`config.mk`:
```
export PLATFORM = sky130hd
export DESIGN_NAME = marker_tracker
export DESIGN_NICKNAME = d
export VERILOG_FILES = /design/src/rtl/marker_tracker.sv
export SDC_FILE = /design/constraint.sdc
export NUM_CORES = 1
export LEC_CHECK = 0
export BUFFER_PORTS_ARGS = -buffer_cell sky130_fd_sc_hd__buf_2
export CORE_ASPECT_RATIO = 0.75
export CORE_MARGIN = 2
export CORE_UTILIZATION = 50
export DETAILED_ROUTE_END_ITERATION = 7
export GPL_TIMING_DRIVEN = 0
export PLACE_DENSITY = 0.7
export SYNTH_ARGS = -nofsm -noshare
export SYNTH_HDL_FRONTEND = slang
export SYNTH_SLANG_ARGS = --single-unit
```
`constraint.sdc`:
```
create_clock -name clk_in -period 5.8 [get_ports clk_in]
set_input_delay 0.87 -clock clk_in [delete_from_list [all_inputs] [get_ports clk_in]]
set_output_delay 0.87 -clock clk_in [all_outputs]
set_load 0.05 [all_outputs]
```
`src/rtl/marker_tracker.sv`:
```
// Per-frame temporal filter for the four detector targets: snapshot at frame end,
// jump rejection, shift-based smoothing, lock tracking and an atomic publish of results.
module marker_tracker #(
    parameter int SCREEN_WIDTH  = 1280,
    parameter int SCREEN_HEIGHT = 720,
    parameter int ALPHA_SHIFT   = 2,
    parameter int JUMP_THRES    = 64,
    parameter int MAX_MISS      = 8,
    localparam int XW = $clog2(SCREEN_WIDTH) + 1,
    localparam int YW = $clog2(SCREEN_HEIGHT) + 1
) (
    input  logic            clk_in,
    input  logic            rst_n_in,
    input  logic [XW-1:0]   hcount_in,
    input  logic [YW-1:0]   vcount_in,
    input  logic [4*XW-1:0] x_in,
    input  logic [4*YW-1:0] y_in,
    input  logic [4*YW-1:0] d_in,
    input  logic [3:0]      valid_in,
    output logic [4*XW-1:0] x_out,
    output logic [4*YW-1:0] y_out,
    output logic [4*YW-1:0] d_out,
    output logic [3:0]      locked_out,
    output logic            update_out,
    output logic            busy_out,
    output logic [1:0]      state_out
);

    typedef enum logic [1:0] {
        S_IDLE = 2'd0,
        S_UPD  = 2'd1,
        S_PUB  = 2'd2
    } state_t;

    localparam int LW = $clog2(MAX_MISS + 1);
    localparam logic [XW-1:0] H_LAST    = XW'(SCREEN_WIDTH - 1);
    localparam logic [YW-1:0] V_LAST    = YW'(SCREEN_HEIGHT - 1);
    localparam logic [XW:0]   JX        = (XW + 1)'(JUMP_THRES);
    localparam logic [YW:0]   JY        = (YW + 1)'(JUMP_THRES);
    localparam logic [LW-1:0] MISS_LAST = LW'(MAX_MISS - 1);

    state_t        state;
    logic [1:0]    idx;

    logic [XW-1:0] snap_x [4];
    logic [YW-1:0] snap_y [4];
    logic [YW-1:0] snap_d [4];
    logic [3:0]    snap_v;

    logic [XW-1:0] est_x [4];
    logic [YW-1:0] est_y [4];
    logic [YW-1:0] est_d [4];
    logic [LW-1:0] lost_cnt [4];
    logic [3:0]    locked;

    logic frame_end;
    assign frame_end = (hcount_in == H_LAST) && (vcount_in == V_LAST);

    // update_out is a single-cycle strobe; x/y/d/locked_out are stable from that cycle on
    assign busy_out  = (state != S_IDLE);
    assign state_out = state;

    logic signed [XW:0] dx, sx;
    logic signed [YW:0] dy, sy, dd, sd;
    logic [XW:0]        adx;
    logic [YW:0]        ady;
    logic [XW-1:0]      nx;
    logic [YW-1:0]      ny, nd;
    logic               meas_v;
    logic               jump_ok;

    // Differences are one bit wider than the field, so the shifted step always fits back.
    always_comb begin
        meas_v  = snap_v[~idx];  // detector packs target 0 in the top bit
        dx      = $signed({1'b0, snap_x[idx]}) - $signed({1'b0, est_x[idx]});
        dy      = $signed({1'b0, snap_y[idx]}) - $signed({1'b0, est_y[idx]});
        dd      = $signed({1'b0, snap_d[idx]}) - $signed({1'b0, est_d[idx]});
        sx      = dx >>> ALPHA_SHIFT;
        sy      = dy >>> ALPHA_SHIFT;
        sd      = dd >>> ALPHA_SHIFT;
        adx     = dx[XW] ? $unsigned(-dx) : $unsigned(dx);
        ady     = dy[YW] ? $unsigned(-dy) : $unsigned(dy);
        nx      = est_x[idx] + sx[XW-1:0];
        ny      = est_y[idx] + sy[YW-1:0];
        nd      = est_d[idx] + sd[YW-1:0];
        jump_ok = (adx <= JX) && (ady <= JY);
    end

    always_ff @(posedge clk_in or negedge rst_n_in) begin
        if (!rst_n_in) begin
            state      <= S_IDLE;
            idx        <= '0;
            snap_v     <= '0;
            locked     <= '0;
            x_out      <= '0;
            y_out      <= '0;
            d_out      <= '0;
            locked_out <= '0;
            update_out <= 1'b0;
            for (int i = 0; i < 4; i++) begin
                snap_x[i]   <= '0;
                snap_y[i]   <= '0;
                snap_d[i]   <= '0;
                est_x[i]    <= '0;
                est_y[i]    <= '0;
                est_d[i]    <= '0;
                lost_cnt[i] <= '0;
            end
        end else begin
            update_out <= 1'b0;
            case (state)
                S_IDLE: begin
                    if (frame_end) begin
                        for (int i = 0; i < 4; i++) begin
                            snap_x[i] <= x_in[i*XW +: XW];
                            snap_y[i] <= y_in[i*YW +: YW];
                            snap_d[i] <= d_in[i*YW +: YW];
                        end
                        snap_v <= valid_in;
                        idx    <= '0;
                        state  <= S_UPD;
                    end
                end
                S_UPD: begin
                    if (locked[idx]) begin
                        if (meas_v && jump_ok) begin
                            est_x[idx]    <= nx;
                            est_y[idx]    <= ny;
                            est_d[idx]    <= nd;
                            lost_cnt[idx] <= '0;
                        end else if (lost_cnt[idx] >= MISS_LAST) begin
                            // lock dropped; the estimate stays on the outputs
                            locked[idx]   <= 1'b0;
                            lost_cnt[idx] <= '0;
                        end else begin
                            lost_cnt[idx] <= lost_cnt[idx] + 1'b1;
                        end
                    end else if (meas_v) begin
                        est_x[idx]    <= snap_x[idx];
                        est_y[idx]    <= snap_y[idx];
                        est_d[idx]    <= snap_d[idx];
                        locked[idx]   <= 1'b1;
                        lost_cnt[idx] <= '0;
                    end
                    idx <= idx + 2'd1;
                    if (idx == 2'd3) begin
                        state <= S_PUB;
                    end
                end
                S_PUB: begin
                    for (int i = 0; i < 4; i++) begin
                        x_out[i*XW +: XW] <= est_x[i];
                        y_out[i*YW +: YW] <= est_y[i];
                        d_out[i*YW +: YW] <= est_d[i];
                    end
                    locked_out <= locked;
                    update_out <= 1'b1;
                    state      <= S_IDLE;
                end
                default: state <= S_IDLE;
            endcase
        end
    end

endmodule

```
; Word level (Yosys, flattened, before mapping)
; Index checks and enable logic that the tools add are counted.
[totals]
output_inout_bits = 144
regBits = 441
input_bits = 165
[op_classes]
eq_ne = 10
n_addsub = 10
muxes = 65
bitwise = 7
n_lt_le_gt_ge = 8
n_reduce_logical = 15
[ops]
columns = op, n
row1 = 2-to-1 mux 44 bit, 6
row2 = bitwise mux 44 bit, 4
row3 = 2-to-1 mux 48 bit, 3
row4 = 2-to-1 mux 11 bit, 9
row5 = bitwise mux 48 bit, 2
row6 = binary-select mux 11 bit (select 2 bit), 4
row7 = 2-to-1 mux 12 bit, 6
row8 = 2-to-1 mux 16 bit, 4
row9 = binary-select mux 12 bit (select 2 bit), 2
row10 = 2-to-1 mux 4 bit, 7
row11 = demux 12 bit (select 2 bit), 1
row12 = subtractor 11 x 11 -> 12 bit, 2
row13 = adder 11 bit, 2
row14 = demux 11 bit (select 2 bit), 1
row15 = AND 16 bit, 1
row16 = bitwise mux 16 bit, 1
row17 = NOT 16 bit, 1
row18 = "less-or-equal comparator 13 x 7 -> 1 bit, second input constant", 1
row19 = 2-to-1 mux 13 bit, 1
row20 = negator 13 bit, 1
row21 = subtractor 12 x 12 -> 13 bit, 1
row22 = adder 12 bit, 1
row23 = "== test 12 x 11 -> 1 bit, second input constant", 1
row24 = "less-or-equal comparator 12 x 7 -> 1 bit, second input constant", 1
row25 = 31 further kinds, 52

; Longest topological paths before layout
; Gate-level depths: netlist (run 1).
[depth]
depth_word = 12
depth_mapped = 23
depth_no_buf = 19

; Worst setup path after synthesis (run 1)
; Ideal clock, no wire load.
[synth_timing]
path_type = register to register
startpoint = register idx[0]
endpoint = register est_x[23] (netlist bit)
t_required_ns = 5.673
path_buffers = 5
stages_incl_launch_ff = 22
arrival_ns = 5.649
synth_period_minus_slack_ns = 5.776
path_slack_ns = 0.024
setup_time_ns = 0.127
cell_sequence = dfrtp_1 > buf_2 > buf_2 > buf_2 > buf_2 > buf_1 > mux4_2 > ha_1 > fa_1 > and2b_1 > o211a_1 > nor4_1 > or3_1 > inv_1 > ha_1 > o21a_1 > a21oi_1 > o21ai_0 > o41ai_1 > xnor2_1 > o21ai_0 > mux2_1
[synth_via]
elab_chain_len = 12
word_cells_on_any_way = 42
cone_classes = 5 x add/sub / 4 x order compare / 1 x eq/ne / 25 x mux / 2 x bitwise / 5 x reduce/logical
[synth_lines]
columns = element, line
row1 = start: declaration, 43  ; logic [1:0] idx;
row2 = start signal: assignment, 145  ; idx <= idx + 2'd1;
row3 = NOT 2 -> 3 bit (implied by the code), -
row4 = "binary-select mux 12 bit (select 2 bit), or another cell as far along", "75, 139"
row5 = "2-to-1 mux 12 bit (implied by the code), or another cell as far along (2 in a row)", "75, 139"
row6 = subtractor 12 x 12 -> 13 bit / subtractor 11 x 11 -> 12 bit (equally long branches), "75, 76"
row7 = negator 13 bit / negator 12 bit (equally long branches), "81, 82"
row8 = 2-to-1 mux 13 bit / 2-to-1 mux 12 bit (equally long branches), "81, 82"
row9 = less-or-equal comparator 13 x 7 -> 1 bit / less-or-equal comparator 12 x 7 -> 1 bit (equally long branches), 86  ; jump_ok = (adx <= JX) && (ady <= JY);
row10 = logical AND 1 bit, 86
row11 = logical AND 1 bit, 126  ; if (meas_v && jump_ok) begin
row12 = inequality test 2 x 1 -> 1 bit (no line), -
row13 = AND reduction 3 bit (no line), -
row14 = end signal: indexed assignment, 127  ; est_x[idx] <= nx;
row15 = end signal: indexed assignment, 139  ; est_x[idx] <= snap_x[idx];
row16 = end: declaration, 50  ; logic [XW-1:0] est_x [4];
; Several ways; a longest one is shown, not always the timed one. The select of a mux whose other input is x is not followed.
; A chain may end at the register's enable or synchronous reset.

; Final worst setup path (run 1)
[layout_timing]
startpoint = register idx[0]
endpoint = register est_x[47] (netlist bit)
; The elaborated chain is that of the path after synthesis.

==> results of run 1 <==
-- registers in the layout, indices dropped and copies added, names as in the netlist, 44 cells and up, named ones only --
name	flops
y_out	44
est_x	48
est_d	44
snap_d	44
est_y	44
x_out	48
d_out	44
snap_x	48
snap_y	44
-- metrics by stage --
step                      setup TNS, ps  hold WS (ps)  area, um2  cells  utilization, %
final                                 0           197      26500   2973            59.7
after global placement         -2348360           454      24700   2875            55.5
after floorplan                       0           443      22400   1981               -
after detailed placement        -286460           458      24800   2879            55.8
after global routing                  0           217      26500   2973            59.7
after CTS                             0           197      26400   2959            59.4
-- cells in the final DEF (no fill, tap or decap), drive strengths merged, types with 19 or more instances in the layout --
master,netlist,routed
nand2,488,488
dfrtp,441,441
buf,41,361
mux2,273,273
clkbuf,63,126
inv,71,73
mux4,72,72
ha,69,69
o21ai,57,57
a21oi,56,56
nor2,51,51
xnor2,34,34
nor3,19,19
-- timing repair --
item	in CTS	in global routing
endpoints found under the setup margin	156	126
pin swaps	0	7
hold endpoints to repair	0	0
resized for setup	56	26
setup buffers	0	10
-- cell type report --
type                            count  share of cell area [%]
Antenna cell                        4                  0.0377
Buffer                            103                    2.32
Clock buffer                       62                    4.71
Clock inverter                     19                   0.853
Inverter                           71                    1.00
Multi-Input combinational cell   1365                    40.1
Sequential cell                   441                    41.6
Tap cell                          586                    2.76
Timing Repair Buffer              322                    6.59
-- worst paths after layout --
path	slack, ps	from	end	cells after the start
setup / recovery	190	idx[0]	est_x[47]	19
hold / removal	200	rst_n_in	d_out[17]	1
setup reg to reg	190	idx[0]	est_x[47]	19
hold reg to reg	470	d_out[5]	d_out[5]	2
max in group asynchronous	4330	rst_n_in	snap_x[25]	3
min in group clk_in	470	d_out[5]	d_out[5]	2
-- per-layer routing --
| layer | part of all wire (%) | global-route usage, % | vias to the layer above |
|---|---|---|---|
| met1 | 46 | 42.8 | 8524 |
| li1 | - | - | 7675 |
| met4 | 3.1 | 10.0 | 0 |
| met3 | 7.1 | 5.88 | 116 |
| met5 | 0 | 0 | - |
| met2 | 44 | 42.2 | 612 |
-- where the power goes --
part	internal (mW)	total, mW	switching [mW]
clock	1.70	2.98	1.28
sequential	3.08	3.08	0.00000604
combinational	0.0485	0.127	0.0786
total	4.82	6.18	1.36
-- cell families (layout without fill, tap and decap cells) --
family / Yosys count / in the layout / synth area share (%)
adder cells (fa/ha/maj): 75 / 75 / 4.35
multiplexers: 352 / 352 / 21.4
flip-flops: 441 / 441 / 49.3
AO/OA/AOI/OAI: 234 / 234 / 7.31
AND/OR/NAND/NOR: 659 / 659 / 12.4
buffers and inverters: 175 / 577 / 3.44
XOR/XNOR: 45 / 45 / 1.79
other: 0 / 4 / 0
==> reports/results.tsv, run 1 <==
stage	metric	value	unit
outcome	status	complete, no violations	
final_layout	synthToLayoutAreaGrowth	18.5	%
floorplan	die-area	46500	um2
place	place_congestion	0.976	
clocking	cts_buffers	46	
synthesis	yosysWarnings	0	
critical_path	crit_path_top_delay_cell	mux4_2	
final_layout	multi_input_area	10700	um2
route	viasPerCell	5.69	
pwr	power	6.18	mW
synthesis	ys_seq_area_share	49.3	%
final_layout	final_layout_size_suffix_gt1_share	29.4	%
clocking	clock_latency	590	ps
pwr	p_per_area	233	nW/um2
critical_path	crit_fanout	10	
place	dp_hpwl	49500	um
final_layout	regArea	11000	um2
synthesis	syn_area	22400	um2
synthesis	synth_commonest_cells	nand2_1, dfrtp_1, mux2_2	
clocking	clkTransAtPathRegs	60	ps
critical_path	critical_path_arrival	6080	ps
synthesis	synth_top_area_cell	dfrtp_1	
flow_run	max_cap_violations	0	
synthesis	synth_top_area_share	49.3	%
synthesis	ys_types	75	
global_route	grt_max_degree	125	
timing	rsz0062_at_grt	false	
final_layout	nets	2589	
timing	timing.fmax	178	MHz
final_layout	n_fill_cell	3740	
worst_hold_path	hp-class	input pin to asynchronous set/reset pin	
timing	slew_headroom	34.0	%
timing	clock-skew-final	14.9	ps
route	drtAntennaViolNets	0	
route	route.vias.total	16900	
timing	tightest_slew	982	ps
pwr	ir_drop	177	uV
critical_path	path_cells	buf_6 -> buf_8 -> buf_12 -> clkbuf_4 -> mux4_2 -> ha_1 -> buf_2 -> o21ai_1 -> a2111oi_2 -> o21ai_0 -> o311ai_2 -> ha_1 -> and3_1 -> a21oi_1 -> o21ai_1 -> o41ai_2 -> xnor2_1 -> o21ai_1 -> mux2_1	
synthesis	synthTopCellsByArea	dfrtp_1, nand2_1, mux2_2	
floorplan	start_util	50.4	%
timing	finalCriticalPeriod	5610	ps
synthesis	yosysMostFrequentCell	nand2_1	
route	drc	0	
synthesis	synth_seq_cells	441	
global_route	grt_pass1_vias	17100	
floorplan	fp.dieH	187	um
timing	setup_viol	0	
floorplan	fp.dieW	248	um
synthesis	synth-edff-count	0	
critical_path	endpoint_kind	flip-flop	
floorplan	io-pin-count	309	
critical_path	critPathKind	flip-flop to flip-flop	
clocking	clock-sinks	441	
floorplan	core	44400	um2
synthesis	synth_nets	2220	
clocking	cts_hold_buffers	0	
clocking	cts_tree	done	
clocking	htree_levels	2	
clocking	root_buffer	clkbuf_16	
route	dr.pass1.iters	5	
timing	post-route-period-util	96.7	%
synthesis	netlist_instances	1981	
route	drtIter0Drc	1509	
synthesis	ys_async_sr_fraction	100	%
route	routed_wirelength	66100	um
global_route	grt-ovfl-total	0	
synthesis	synth_top_flop_cell	dfrtp_1	
timing	hold_viol	0	
timing	finalMaxSlewViolations	0	
critical_path	critPathMostFrequentCell	o21ai_1	
critical_path	crit_required	6270	ps
timing	setup_slack	194	ps
clocking	clock_path_buffers	3	
global_route	gr-usage-all-layers	28.8	%
global_route	antenna_found_initial	4	
critical_path	crit_family	compound AO/OA/AOI/OAI gates	
route	wl_per_cell	22.2	um
pwr	p_leak	14.1	nW
critical_path	critPathLaunchType	flip-flop	
place	post-place-ws	-2140	ps
place	portBuffers	308	
critical_path	cpPeakStageDelay	630	ps
floorplan	fp-row-count	67	
synthesis	postSynthAreaPerCell	11.3	um2
global_route	grt_pass1_wl	101000	um
critical_path	crit_buf_inv	5	
(Power assumes the default switching activity.)
==> run 2, diff against run 1 <==
--- a/config.mk
+++ b/config.mk
@@ -7,11 +7,11 @@
 export LEC_CHECK = 0
 export BUFFER_PORTS_ARGS = -buffer_cell sky130_fd_sc_hd__buf_2
 export CORE_ASPECT_RATIO = 0.75
-export CORE_MARGIN = 2
+export CORE_MARGIN = 1.5
 export CORE_UTILIZATION = 50
 export DETAILED_ROUTE_END_ITERATION = 7
 export GPL_TIMING_DRIVEN = 0
-export PLACE_DENSITY = 0.7
+export PLACE_DENSITY = 0.85
 export SYNTH_ARGS = -nofsm -noshare
 export SYNTH_HDL_FRONTEND = slang
 export SYNTH_SLANG_ARGS = --single-unit
==> run 2 against run 1 <==
Sequential share of layout area is 0.096 points higher. Non-clock buffer count shrank 3. Wire length is 3.3% higher. Clock power fell by 3%. Setup slack worse by 11 ps.
==> reports/results.tsv, run 2 (synthesis results as in run 1) <==
stage	metric	value	unit	change
worst_hold_path	hp-class	input pin to asynchronous set/reset pin		
clocking	clock_latency	560	ps	-30 ps
route	viasPerCell	5.85		+2.7%
pwr	p_per_area	230	nW/um2	-1.3%
route	dr.pass1.iters	5		unchanged
critical_path	crit_fanout	10		unchanged
critical_path	rr_worst_depth	22		+3
clocking	htree_levels	2		unchanged
floorplan	fp.dieW	247	um	-0.40%
final_layout	nets	2584		-0.19%
global_route	gr-usage-all-layers	29.9	%	+1.0 points
timing	tightest_slew	1390	ps	+412 ps
critical_path	r2r-start	idx[0]		
final_layout	final_common_cell	nand2_1		
pwr	power	6.09	mW	-1.5%
critical_path	critPathKind	flip-flop to flip-flop		
timing	rsz0062_at_grt	false		
critical_path	critical_path_arrival	6040	ps	-40 ps
global_route	antenna_found_initial	0		-4
final_layout	regArea	11000	um2	about the same
floorplan	core	43800	um2	-1.5%
final_layout	multi_input_area	10700	um2	+0.18%
floorplan	start_util	51.2	%	+0.76 points
route	route.vias.total	17300		+2.1%
outcome	status	complete, no violations		
clocking	clock-sinks	441		unchanged
clocking	clock_path_buffers	3		unchanged
final_layout	synthToLayoutAreaGrowth	18.2	%	
clocking	clkTransAtPathRegs	60	ps	about the same
place	dp.cells	2870		-0.31%
pwr	p_leak	14.0	nW	-0.27%
timing	clock-skew-final	19.1	ps	+4.15 ps
final_layout	antennaDiodeCount	0		-4
global_route	grt_max_degree	122		-2.4%
critical_path	r2r_end	est_x[46]		
route	drtIter0Drc	1332		-12%
global_route	grt_pass1_vias	17600		+2.8%
route	wl_per_cell	23.1	um	+4.0%
flow_run	max_cap_violations	0		unchanged
route	drtAntennaViolNets	0		unchanged
clocking	cts_buffers	44		-4.3%
timing	timing.fmax	178	MHz	-0.19%
clocking	cts_tree	done		
timing	setup_viol	0		unchanged
final_layout	final_layout_size_suffix_gt1_share	29.3	%	-0.094 points
timing	slew_headroom	6.26	%	-28 points
place	dp_hpwl	51300	um	+3.7%
floorplan	io-pin-count	309		unchanged
final_layout	instances_no_fill	2955		-0.61%
timing	finalMaxSlewViolations	0		unchanged
timing	post-route-period-util	96.8	%	+0.18 points
clocking	root_buffer	clkbuf_16		
final_layout	final_core_util	60.5	%	+0.76 points
timing	finalCriticalPeriod	5620	ps	+10.7 ps
clocking	cts_hold_buffers	0		unchanged
route	drc	0		unchanged
final_layout	final_cell_mix	nand2_1, dfrtp_1, buf_2		
place	place_congestion	0.971		-0.52%
floorplan	fp-row-count	66		-1.5%
global_route	grt-ovfl-total	0		unchanged
floorplan	die-area	46100	um2	-0.93%
final_layout	reg_top3	est_x (48), snap_x (48), x_out (48)		
critical_path	crit_required	6220	ps	-50 ps
pwr	ir_drop	220	uV	+25%
critical_path	reg2reg_slack	180	ps	about the same
place	portBuffers	308		unchanged
final_layout	n_fill_cell	3523		-5.8%
critical_path	critPathLaunchType	flip-flop		
route	routed_wirelength	68300	um	+3.3%
timing	hold_viol	0		unchanged
floorplan	fp.dieH	186	um	-0.53%
global_route	grt_pass1_wl	104000	um	+2.7%
critical_path	endpoint_kind	flip-flop		
run 2: power breakdown:
group / switching [mW] / internal (mW) / total [mW]
Clock: 1.22 / 1.67 / 2.88
Combinational: 0.0791 / 0.0467 / 0.126
Sequential: 0.00000629 / 3.08 / 3.08
run 2: layout make-up:
| type | instances | area share [%] |
|---|---|---|
| Inverter | 71 | 1.01 |
| Tap cell | 578 | 2.73 |
| Multi-Input combinational cell | 1365 | 40.3 |
| Clock buffer | 62 | 4.68 |
| Clock inverter | 16 | 0.732 |
| Timing Repair Buffer | 319 | 6.49 |
| Buffer | 103 | 2.38 |
| Sequential cell | 441 | 41.7 |
run 2: how the worst max path moves through the flow:
stage / from / end / depth (start not counted)
after global placement: rst_n_in / x_out[19] / 1
after CTS: idx[0] / est_x[35] / 21
after floorplan: idx[0] / est_x[23] / 21
after global routing: idx[0] / est_x[35] / 21
after detailed placement: idx[1] / est_x[33] / 18
final: idx[0] / est_x[46] / 22
run 2: worst max-delay path: stages, from the launching register on:
cell	delay [ps]
dfrtp_1	400
buf_6	190
buf_12	170
buf_12	180
buf_12	180
buf_12	170
mux4_2	550
ha_1	260
fa_1	460
and2b_2	280
o211a_4	200
nor4_1	50
or3_1	420
inv_1	120
ha_1	260
inv_1	90
o21bai_1	100
a21oi_2	220
o21bai_1	130
a31oi_2	280
mux2i_1	250
o311ai_2	170
mux2_1	340
run 2: timing repair:
item	in CTS	in global routing
buffers inserted	0	8
gates cloned	0	0
resized for setup	68	20
endpoints found under the setup margin	156	129
pin swaps	1	5
run 2: metal layers:
layer	share of wire, %	vias up	GRT usage, %
met3	7.6	125	6.01
met1	43	8799	41.6
met5	0	-	0
met2	46	704	46.7
met4	3.7	0	10.7
li1	-	7653	-
run 2: stage by stage:
stage          cell area, um2  hold slack (ps)  setup WS, ps  setup TNS [ps]
6_report                26500              324           183               0
4_1_cts                 26300              367         -6.46           -7.37
5_1_grt                 26500              405          16.0               0
3_5_place_dp            24800              457         -2330         -336950
3_3_place_gp            24700              455         -4520        -2305540
2_1_floorplan           22400              443          23.5               0
==> run 3, diff against run 2 <==
--- a/config.mk
+++ b/config.mk
@@ -7,7 +7,7 @@
 export LEC_CHECK = 0
 export BUFFER_PORTS_ARGS = -buffer_cell sky130_fd_sc_hd__buf_2
 export CORE_ASPECT_RATIO = 0.75
-export CORE_MARGIN = 1.5
+export CORE_MARGIN = 5
 export CORE_UTILIZATION = 50
 export DETAILED_ROUTE_END_ITERATION = 7
 export GPL_TIMING_DRIVEN = 0
==> run 3 against run 2 <==
Critical path depth up 1. Register-to-register slack hardly changed. Via count up 0.45%. First-iteration DRC count is 18% higher. Combinational power grew 5%. Global-route usage is 2.3 points lower. Clock power is 3% lower. Non-clock buffer count up 1. Clock skew rose by 6.2 ps. Wire length up 0.10%. Highest routed layer is now met5.
==> reports/results.tsv, run 3 (synthesis results as in run 1) <==
stage	metric	value	unit	change
outcome	status	complete, no violations		
route	routed_wirelength	68400	um	+0.10%
critical_path	cp-endpoint	est_d[10]		
pwr	p_sw_share	21.8	%	+0.49 points
floorplan	fp.dieH	193	um	+3.8%
route	wl_per_cell	23.1	um	-0.17%
place	post-place-ws	-2300	ps	+25.9 ps
clocking	clkTransAtPathRegs	60	ps	about the same
pwr	ir_drop	210	uV	-4.7%
critical_path	crit_family	compound AO/OA/AOI/OAI gates		
timing	slew_headroom	14.0	%	+7.8 points
pwr	p_int	4.69	mW	-2.2%
critical_path	cpPeakStageDelay	610	ps	+60 ps
final_layout	multi_input_area	10700	um2	about the same
critical_path	critPathLaunchType	flip-flop		
final_layout	regArea	11000	um2	unchanged
global_route	grt_pass1_wl	106000	um	+1.5%
global_route	grt-ovfl-total	0		unchanged
global_route	antenna_found_initial	3		+3
global_route	grt_max_degree	130		+6.6%
timing	rsz0062_at_grt	false		
timing	hold_viol	0		unchanged
floorplan	io-pin-count	309		unchanged
critical_path	critPathKind	flip-flop to flip-flop		
clocking	clock-sinks	441		unchanged
pwr	p_switching	1.30	mW	+0.74%
critical_path	r2r-start	idx[0]		
route	route.vias.total	17400		+0.45%
critical_path	rr_worst_depth	23		+4.5%
clocking	root_buffer	clkbuf_16		
pwr	p_seq_share	51.3	%	+0.8 points
global_route	gr-usage-all-layers	27.6	%	-2.3 points
pwr	p_comb_share	2.2	%	about the same
timing	finalCriticalPeriod	5630	ps	+9.78 ps
final_layout	final_layout_size_suffix_gt1_share	29.4	%	+0.067 points
place	dp_hpwl	51900	um	+1.2%
route	viasPerCell	5.86		+0.18%
final_layout	reg_top3	est_x (48), snap_x (48), x_out (48)		
final_layout	synthToLayoutAreaGrowth	18.1	%	
place	place_congestion	0.992		+2.1%
floorplan	die-area	49200	um2	+6.7%
route	drtAntennaViolNets	0		unchanged
critical_path	crit_path_top_delay_cell	mux4_2		
clocking	clock_latency	590	ps	+30 ps
floorplan	fp-row-count	67		+1.5%
critical_path	endpoint_kind	flip-flop		
timing	setup_slack	173	ps	-9.78 ps
clocking	clock_path_buffers	3		unchanged
worst_hold_path	hp-class	input pin to asynchronous set/reset pin		
critical_path	critical_path_arrival	6150	ps	+110 ps
timing	clock-skew-final	25.3	ps	+6.16 ps
timing	tightest_slew	1280	ps	-114 ps
clocking	htree_levels	2		unchanged
floorplan	core	44500	um2	+1.7%
critical_path	critical_path_depth	23		+4.5%
route	drc	0		unchanged
final_layout	final_common_cell	nand2_1		
flow_run	max_cap_violations	0		unchanged
timing	timing.fmax	178	MHz	-0.17%
place	portBuffers	308		unchanged
pwr	p_leak	14.0	nW	-0.10%
critical_path	crit_buf_inv	7		unchanged
timing	finalMaxSlewViolations	0		unchanged
critical_path	crit_fanout	10		unchanged
critical_path	crit_required	6320	ps	+100 ps
pwr	power	5.99	mW	-1.5%
clocking	cts_buffers	44		unchanged
critical_path	reg2reg_slack	170	ps	about the same
global_route	grt_pass1_vias	18200		+3.2%
floorplan	start_util	50.3	%	-0.86 points
final_layout	final_cell_mix	nand2_1, dfrtp_1, buf_2		
final_layout	final_core_util	59.4	%	-1.1 points
floorplan	fp.dieW	254	um	+2.8%
final_layout	n_fill_cell	3521		-0.057%
timing	setup_viol	0		unchanged
final_layout	nets	2585		+0.039%
clocking	cts_tree	done		
pwr	clkPwrFrac	46.5	%	-0.9 points
route	drtIter0Drc	1573		+18%
critical_path	critPathLaunch	idx[0]		
pwr	p_per_area	227	nW/um2	-1.4%
route	dr.pass1.iters	5		unchanged
critical_path	path_cells	buf_6 -> buf_8 -> buf_12 -> buf_12 -> buf_4 -> mux4_2 -> inv_1 -> ha_1 -> a2111oi_0 -> o21ai_1 -> nand2_1 -> o21ai_0 -> o21a_1 -> nor2_1 -> xnor2_1 -> ha_1 -> or4_1 -> o311ai_0 -> a211oi_1 -> xnor2_1 -> buf_4 -> nand4_1 -> nand3b_1		
critical_path	r2r_end	est_d[10]		
timing	post-route-period-util	97.0	%	+0.17 points
run 3: changes by cell type in the layout (fill, tap and decap cells not counted), sizes merged:
cell / change
bufinv: -3
clkbuf: +2
clkinvlp: -2
diode: +2
inv: +2
clkinv: -1
run 3: final cells by class:
| type | count | area share (%) |
|---|---|---|
| inverter | 71 | 1.01 |
| multi-input combinational | 1365 | 40.3 |
| clock buffer | 63 | 4.78 |
| tap | 586 | 2.77 |
| clock inverter | 12 | 0.483 |
| buffer | 103 | 2.33 |
| antenna | 2 | 0.0189 |
| sequential | 441 | 41.7 |
| timing repair buffer | 320 | 6.53 |
run 3: worst min path at each step:
| stage | to | cells past startpoint | from | slack, ps |
|---|---|---|---|---|
| final | snap_d[16] | 1 | rst_n_in | 360 |
| after CTS | snap_d[16] | 1 | rst_n_in | 400 |
| after detailed placement | d_out[39] | 2 | d_out[39] | 460 |
| after global routing | snap_d[16] | 1 | rst_n_in | 450 |
| after global placement | lost_cnt[4] | 2 | lost_cnt[4] | 460 |
| after floorplan | lost_cnt[4] | 2 | lost_cnt[4] | 440 |
run 3: metrics by stage:
step,setup TNS (ps),cell area (um2),instances,hold slack [ps]
2_1_floorplan,0,22400,1981,443
3_3_place_gp,-2257530,24700,2875,455
3_5_place_dp,-316970,24800,2878,457
4_1_cts,0,26300,2953,399
5_1_grt,0,26400,2963,448
6_report,0,26400,2963,361
run 3: power groups by stage:
stage | clock network [mW] | logic [mW] | registers, mW
after global placement | 0 | 0.123 | 3.13
final | 2.78 | 0.132 | 3.08
after detailed placement | 0 | 0.135 | 3.13
after global routing | 2.95 | 0.149 | 3.07
after floorplan | 0 | 0.00267 | 3.13
after CTS | 2.81 | 0.136 | 3.08
run 3: metal layers:
layer	GRT usage [%]	part of all wire, %	up-vias
met1	39.5	43	8769
met4	10.0	3.6	2
li1	-	-	7652
met3	6.15	8.3	150
met5	0	0.019	-
met2	41.6	45	786
run 3: repair_timing:
item,in CTS,in global routing
gates resized for setup,61,24
hold buffers,0,0
pin swaps,0,6
buffers inserted,0,9
endpoints found under the setup margin,156,133
